==> src/rtl/beep_pcm_ctrl.sv <==
// Terminal beep generator: 48 kHz sample strobe from clk50, tone/envelope FSM, 16-bit PCM.
// Define BEEP_ENVELOPE_EN for ramped attack/release; otherwise the tone switches on/off in one sample.
module beep_pcm_ctrl #(
    parameter logic [15:0] AMP_MAX     = 16'h2000,
    parameter logic [15:0] AMP_STEP    = 16'h0100,
    parameter int          TONE_HALF   = 24,
    parameter int          MIN_SAMPLES = 4800
) (
    input  logic        clk50,
    input  logic        reset_n,
    input  logic        beep_req,
    input  logic        mute,
    output logic        sample_stb,
    output logic [15:0] pcm_l,
    output logic [15:0] pcm_r,
    output logic        busy
);

    localparam int                CNT_W    = (TONE_HALF > 1) ? $clog2(TONE_HALF) : 1;
    localparam logic [CNT_W-1:0]  CNT_LAST = CNT_W'(TONE_HALF - 1);
    localparam logic [12:0]       LEN_MAX  = 13'(MIN_SAMPLES);

    typedef enum logic [1:0] {IDLE, ATTACK, SUSTAIN, RELEASE} state_t;

    state_t                 state, state_n;
    logic        [11:0]     acc;
    logic        [12:0]     acc_sum;
    logic                   tick;
    logic        [15:0]     amp, amp_n;
    logic        [12:0]     len, len_n;
    logic                   pol, pol_n;
    logic        [CNT_W-1:0] cnt, cnt_n;
    logic signed [15:0]     pcm_n;

    function automatic logic [12:0] len_sat(input logic [12:0] l);
        return (l >= LEN_MAX) ? LEN_MAX : l + 13'd1;
    endfunction

    function automatic logic signed [15:0] pcm_sel(input logic silent, input logic p,
                                                   input logic [15:0] a);
        logic signed [15:0] mag;
        mag = signed'(a);
        if (silent)
            return '0;
        return p ? mag : -mag;
    endfunction

    // 3/3125 of the 50 MHz clock gives exactly 48 kHz
    assign acc_sum = {1'b0, acc} + 13'd3;
    assign tick    = (acc_sum >= 13'd3125);

    always_ff @(posedge clk50 or negedge reset_n) begin
        if (!reset_n) begin
            acc        <= '0;
            sample_stb <= 1'b0;
        end else begin
            sample_stb <= tick;
            acc        <= tick ? 12'(acc_sum - 13'd3125) : acc_sum[11:0];
        end
    end

`ifdef BEEP_ENVELOPE_EN
    logic [16:0] amp_up;
    assign amp_up = {1'b0, amp} + {1'b0, AMP_STEP};
`endif

    always_comb begin
        state_n = state;
        amp_n   = amp;
        len_n   = len;
        pol_n   = pol;
        cnt_n   = cnt;
        if (state != IDLE) begin
            len_n = len_sat(len);
            if (cnt == CNT_LAST) begin
                cnt_n = '0;
                pol_n = ~pol;
            end else begin
                cnt_n = cnt + 1'b1;
            end
        end
        case (state)
            IDLE: if (beep_req) begin
                state_n = ATTACK;
`ifdef BEEP_ENVELOPE_EN
                amp_n   = AMP_STEP;
`else
                amp_n   = AMP_MAX;
`endif
                len_n   = '0;
                pol_n   = 1'b1;
                cnt_n   = '0;
            end
            ATTACK: begin
`ifdef BEEP_ENVELOPE_EN
                if (amp_up >= {1'b0, AMP_MAX}) begin
                    amp_n   = AMP_MAX;
                    state_n = SUSTAIN;
                end else begin
                    amp_n   = amp_up[15:0];
                end
`else
                state_n = SUSTAIN;
`endif
            end
            SUSTAIN: if (!beep_req && len >= LEN_MAX) begin
`ifdef BEEP_ENVELOPE_EN
                state_n = RELEASE;
`else
                state_n = IDLE;
                amp_n   = '0;
`endif
            end
            RELEASE: begin
                // retrigger keeps the current amplitude so the ramp restarts without a click
                if (beep_req) begin
                    state_n = ATTACK;
                    len_n   = '0;
                end else if (amp <= AMP_STEP) begin
                    amp_n   = '0;
                    state_n = IDLE;
                end else begin
                    amp_n   = amp - AMP_STEP;
                end
            end
            default: state_n = IDLE;
        endcase
        pcm_n = pcm_sel((state_n == IDLE) || mute, pol_n, amp_n);
    end

    always_ff @(posedge clk50 or negedge reset_n) begin
        if (!reset_n) begin
            state <= IDLE;
            amp   <= '0;
            len   <= '0;
            pol   <= 1'b1;
            cnt   <= '0;
            pcm_l <= '0;
            pcm_r <= '0;
            busy  <= 1'b0;
        end else if (tick) begin
            state <= state_n;
            amp   <= amp_n;
            len   <= len_n;
            pol   <= pol_n;
            cnt   <= cnt_n;
            pcm_l <= pcm_n;
            pcm_r <= pcm_n;
            busy  <= (state_n != IDLE);
        end
    end

endmodule

==> config.mk <==
export PLATFORM = sky130hd
export DESIGN_NAME = beep_pcm_ctrl
export DESIGN_NICKNAME = d
export VERILOG_FILES = /design/src/rtl/beep_pcm_ctrl.sv
export SDC_FILE = /design/constraint.sdc
export NUM_CORES = 1
export LEC_CHECK = 0
export CAP_MARGIN = 20
export CORE_ASPECT_RATIO = 2
export CORE_MARGIN = 10
export CORE_UTILIZATION = 35
export DETAILED_ROUTE_END_ITERATION = 10
export SLEW_MARGIN = 20
export SYNTH_ARGS = -nofsm -noshare
export SYNTH_HDL_FRONTEND = slang
export SYNTH_SLANG_ARGS = --single-unit
export TNS_END_PERCENT = 20
==> constraint.sdc <==
create_clock -name clk50 -period 6.99 [get_ports clk50]
set_clock_uncertainty 0.2 [all_clocks]
set_input_delay 0.699 -clock clk50 [delete_from_list [all_inputs] [get_ports clk50]]
set_output_delay 0.699 -clock clk50 [all_outputs]
set_load 0.02 [all_outputs]
==> results.yml, run 1 <==
outcome:
  status: "complete, no violations"
logic_synthesis:
  synthFlopType: "dfrtp_1"
  avgSynthCellArea_um2: 9.00
  ys_warn_count: 0
  synth-edff-count: 0
  ys_types: 69
  synth_fp_nets: 498
  synthArstFlopShare_pct: 100
  syn_inst: 479
  yosysSeqAreaShare_pct: 38.9
  yosys_register_bits: 67
  netlist_area_um2: 4310
final_layout:
  layout_commonest_cell: "dfrtp_1"
  nNetsFinal: 512
  fin_util_pct: 40.8
  fin_cells: 644
  final_cell_mix: "66 x dfrtp_1, 49 x nand2_1, 42 x nor2_1, 36 x clkdlybuf4s50_1, 30 x xnor2_1"
  syn_to_final_growth_pct: 14.6
  fillCellCount: 1231
  antenna_cells: 0
  drive_gt1_share_pct: 6.04
  fin_area_um2: 4940
clock_tree:
  clock_sinks: 67
  cts_resized: 0
  cts_root_buffer: "clkbuf_16"
  cts_setup_buffers: 0
  cts_buffers: 9
  cts_tree: "built"
  cts.path.max_buffers: 2
  htree_levels: 3
  clk_latency_ns: 0.33
  hold_buffers: 0
  path_clk_slew_ns: 0.05
global_routing:
  use_met1_pct: 12.3
  gr-usage-met2_pct: 23.0
  top_usage_layer: "met2"
  grt_max_degree: 68
  met3_usage_pct: 2.50
  first_global_vias: 3653
  grt_use_total_pct: 12.5
  grt_first_pass_wirelength_um: 17900
  grt_antenna_before_repair: 0
  overflow: 0
routing:
  ant_nets: 0
  avgRoutedWirePerCell_um: 16.8
  viasPerCell: 5.59
  drc_errors: 0
  dr.pass1.iters: 4
  routed_wl_um: 10800
  drt_iter0_markers: 137
  dr_total_vias: 3597
floorplan:
  dieWidth_um: 98.5
  start_util_pct: 35.6
  core_um2: 12100
  ioPinCount: 38
  dieArea_um2: 17400
  die_y_um: 177
  rows: 57
critical_path:
  cp_cell_sequence: "inv_1, ha_1, nor2b_1, and2_1, o32ai_2, o2111ai_1, o21ai_4, buf_4, inv_2, nand2_1, nor2_2, a32o_1"
  crit_type: "register to register"
  cpPeakStageDelay_ns: 0.58
  cp.required_ns: 7.05
  critPathArrivalTime_ns: 4.21
  cp_max_fo: 52
  cp-start-kind: "register"
  endpoint_kind: "register"
  crit_path_top_delay_cell: "nor2_2"
min_path:
  hp-class: "register to register"
place:
  dp_hpwl_um: 7830
  placed_area_um2: 4670
  dpl.cell_count: 629
  portBuffers: 37
  place_congestion: 0.880
sta:
  layout_min_cycle_time_ns: 4.15
  setup-violations-final: 0
  setup_tns_ns: 0
  finalHoldViolCount: 0
  max_freq_mhz: 241
  relSlewSlack_pct: 30.0
  period_share_pct: 59.4
  worstMarginPinSlew_ns: 1.05
  maxSlewViolCount: 0
  rsz0062_at_grt: "false"
power:
  p_leak_nw: 2.04
  p_per_area_nw_per_um2: 173
  ir_drop_mv: 0.108
flow_run:
  maxCapViolCount: 0
-- sequential cells by signal (all words and copies together), names as in the netlist --
name,cells
busy,1
cnt,5
sample_stb,1
acc,12
len,13
state,2
amp,16
pol,1
pcm_r,16
-- layer usage --
metal / up-vias / share of wire, % / wire [um]
met4: 0 / 4.2 / 450
met5: - / 0 / 0
li1: 1721 / - / -
met2: 78 / 55 / 5920
met1: 1771 / 37 / 4050
met3: 27 / 3.6 / 385
-- layout make-up --
cell class / instances / area (um2) / share of cell area [%]
clock inverters: 3 / 40.0 / 0.810
inverters: 15 / 56.3 / 1.14
well taps: 147 / 184 / 3.72
clock buffers: 12 / 236 / 4.78
multi-input cells: 361 / 2370 / 47.9
repair buffers: 39 / 380 / 7.70
flip-flops and latches: 67 / 1680 / 33.9
-- worst max-delay path, delay by kind of cell (launching register included) --
family / cells / cell delay [ns]
AO/OA/AOI/OAI: 4 / 0.80
flip-flops: 1 / 0.47
AND/OR/NAND/NOR: 4 / 1.49
buffers and inverters: 3 / 0.84
adder cells (fa/ha/maj): 1 / 0.25
-- Yosys cell counts (13+ instances only) --
cell | count | area (um2)
buf_4 | 18 | 135
ha_1 | 15 | 188
a22o_1 | 15 | 131
nand2_1 | 49 | 184
xnor2_1 | 30 | 263
nand3_1 | 13 | 65.1
a21oi_1 | 24 | 120
o21ai_0 | 26 | 130
nor2_1 | 42 | 158
nor2b_1 | 15 | 93.8
dfrtp_1 | 66 | 1650
inv_1 | 14 | 52.6
-- per-stage QoR --
stage                     setup WS, ns  hold slack (ns)  total power (W)
after global placement            2.68            0.277         0.000429
final                             2.84            0.276         0.000856
after detailed placement          2.54            0.275         0.000429
after floorplan                   3.58            0.203         0.000414
after global routing              2.48            0.309         0.000889
after CTS                         2.81            0.288         0.000866
-- kinds of logic after synthesis --
logic type / count (synthesis) / share of synthesized area [%]
multiplexers: 2 / 0.464
flip-flops: 67 / 38.9
XOR/XNOR: 40 / 8.12
AND/OR/NAND/NOR: 180 / 21.4
AO/OA/AOI/OAI: 124 / 20.4
adder cells (fa/ha/maj): 15 / 4.35
buffers and inverters: 51 / 6.38
-- worst paths after layout --
check,from,to,slack (ns),depth (start not counted)
worst max-delay path,acc[0]$_DFFE_PN0P_,pcm_r[3]$_DFFE_PN0N_,2.84,12
worst max register to register,acc[0]$_DFFE_PN0P_,pcm_r[3]$_DFFE_PN0N_,2.84,12
worst min-delay path,busy$_DFFE_PN0N_,busy$_DFFE_PN0N_,0.28,2
max in group asynchronous,reset_n,len[1]$_DFFE_PN0N_,5.61,2
worst min register to register,busy$_DFFE_PN0N_,busy$_DFFE_PN0N_,0.28,2
min in group asynchronous,reset_n,acc[11]$_DFF_PN0_,0.35,2
-- power by group --
group          switching, W  internal [W]
combinational     0.0000235    0.00000957
sequential      0.000000487      0.000389
clock              0.000160      0.000273
total              0.000184      0.000671
No activity file was read; power rests on OpenSTA's default activity.
==> inputs of run 2 (changes only) <==
==> constraint.sdc (replaced) <==
create_clock -name clk50 -period 3.4 [get_ports clk50]
set_clock_uncertainty 0.2 [all_clocks]
set_input_delay 0.34 -clock clk50 [delete_from_list [all_inputs] [get_ports clk50]]
set_output_delay 0.34 -clock clk50 [all_outputs]
set_load 0.02 [all_outputs]
==> results.yml, run 2 (same netlist as run 1, synthesis figures left out) <==
outcome:
  status: "complete, no violations"
final_layout:
  syn_to_final_growth_pct: 20.2
  drive_gt1_share_pct: 11.7
  fin_area_um2: 5180
  nNetsFinal: 538
  fillCellCount: 1241
  final_cell_mix: "66 x dfrtp_1, 49 x nand2_1, 42 x nor2_1, 36 x clkdlybuf4s50_1, 30 x xnor2_1"
  reg_top3: "amp x16, pcm_r x16, len x13"
  antenna_cells: 0
  layout_commonest_cell: "dfrtp_1"
routing:
  routed_wl_um: 11600
  ant_nets: 0
  avgRoutedWirePerCell_um: 17.3
  drc_errors: 0
  dr_total_vias: 3701
  dr.pass1.iters: 5
  viasPerCell: 5.52
  drt_iter0_markers: 129
place:
  portBuffers: 37
  place_congestion: 0.935
  dp_hpwl_um: 8640
  placed_area_um2: 4870
power:
  seqPwrFrac_pct: 45.3
  p_leak_nw: 2.18
  p_per_area_nw_per_um2: 340
  switchingPower_w: 0.000390
  ir_drop_mv: 0.255
  power.internal_w: 0.00137
  switching_share_pct: 22.1
  clock_power_share_pct: 50.1
  comb_power_share_pct: 4.6
global_routing:
  first_global_vias: 3767
  overflow: 0
  grt_use_total_pct: 13.2
  grt_max_degree: 52
  grt_first_pass_wirelength_um: 18900
  grt_antenna_before_repair: 0
floorplan:
  die_y_um: 177
  dieArea_um2: 17400
  dieWidth_um: 98.5
  core_um2: 12100
  start_util_pct: 35.6
  rows: 57
  ioPinCount: 38
sta:
  finalHoldViolCount: 0
  setup-violations-final: 0
  layout_min_cycle_time_ns: 3.23
  hold_slack_ns: 0.315
  period_share_pct: 94.9
  max_freq_mhz: 310
  maxSlewViolCount: 0
  worstMarginPinSlew_ns: 0.561
  relSlewSlack_pct: 62.6
clock_tree:
  htree_levels: 3
  cts_root_buffer: "clkbuf_16"
  cts.path.max_buffers: 2
  cts_buffers: 9
  clock_sinks: 67
  clk_latency_ns: 0.33
  path_clk_slew_ns: 0.05
  cts_tree: "built"
flow_run:
  maxCapViolCount: 0
min_path:
  hp-class: "register to register"
critical_path:
  cp.required_ns: 3.45
  critPathArrivalTime_ns: 3.28
  crit_type: "register to register"
  cp_max_fo: 51
  endpoint_kind: "register"
  cp-start-kind: "register"
run 2: critical path: stages (launching register included):
cell and delay (ns):
dfrtp_1 0.45, inv_1 0.14, ha_1 0.26, xor2_2 0.30, nor3b_1 0.11, o311ai_2 0.40
o2111ai_2 0.25, o21ai_4 0.25, buf_12 0.26, nor2_1 0.17, a21bo_1 0.21, a21oi_1 0.13
run 2: power by group through the flow:
stage               logic [W]  clock network, W  registers (W)
floorplan           0.0000384                 0       0.000813
global placement    0.0000797                 0       0.000813
detailed placement  0.0000803                 0       0.000813
CTS                 0.0000818          0.000903       0.000799
global route        0.0000893          0.000936       0.000799
finish              0.0000808          0.000884       0.000799
run 2: path summary, 6_finish.rpt:
check	end	depth (start not counted)	start	slack [ns]
max	len[2]$_DFFE_PN0N_	11	acc[0]$_DFFE_PN0P_	0.17
min	cnt[0]$_DFFE_PN0N_	1	cnt[0]$_DFFE_PN0N_	0.31
max in group asynchronous	len[8]$_DFFE_PN0N_	3	reset_n	2.14
min reg2reg	cnt[0]$_DFFE_PN0N_	1	cnt[0]$_DFFE_PN0N_	0.31
max reg2reg	len[2]$_DFFE_PN0N_	11	acc[0]$_DFFE_PN0P_	0.17
min in group asynchronous	pcm_r[3]$_DFFE_PN0N_	3	reset_n	0.38
run 2: cell type report:
class                   count  area (um2)  area share [%]
inverters                  15        56.3            1.09
well taps                 147         184            3.55
multi-input cells         361        2400            46.2
clock inverters             2        10.0           0.193
flip-flops and latches     67        1680            32.4
clock buffers              13         270            5.21
repair buffers             65         591            11.4
run 2: routing by layer:
layer	global-route usage [%]	part of all wire, %	wire, um	up-vias
li1	-	-	-	1771
met1	12.9	37	4320	1821
met2	25.3	57	6610	85
met3	2.85	3.3	383	24
met4	6.36	2.6	303	0
met5	0	0	0	-
run 2: timing repair:
action,CTS,global route
endpoints found under the hold margin,66,0
resized for setup,1,4
hold buffers,1,0
setup endpoints to repair,1,23
setup buffers,0,0
pin swaps,0,1
run 2: stage by stage:
| step | setup TNS [ns] | instances | setup WS (ns) | util (%) | total power (W) |
|---|---|---|---|---|---|
| after detailed placement | 0 | 654 | 0.0743 | 40.1 | 0.000894 |
| final | 0 | 670 | 0.172 | 42.8 | 0.00176 |
| after global routing | -0.0593 | 670 | -0.0593 | 42.8 | 0.00182 |
| after CTS | 0 | 670 | 0.0526 | 42.6 | 0.00178 |
| after global placement | 0 | 654 | 0.0900 | 40.1 | 0.000893 |
| after floorplan | 0 | 479 | 0.188 | - | 0.000852 |
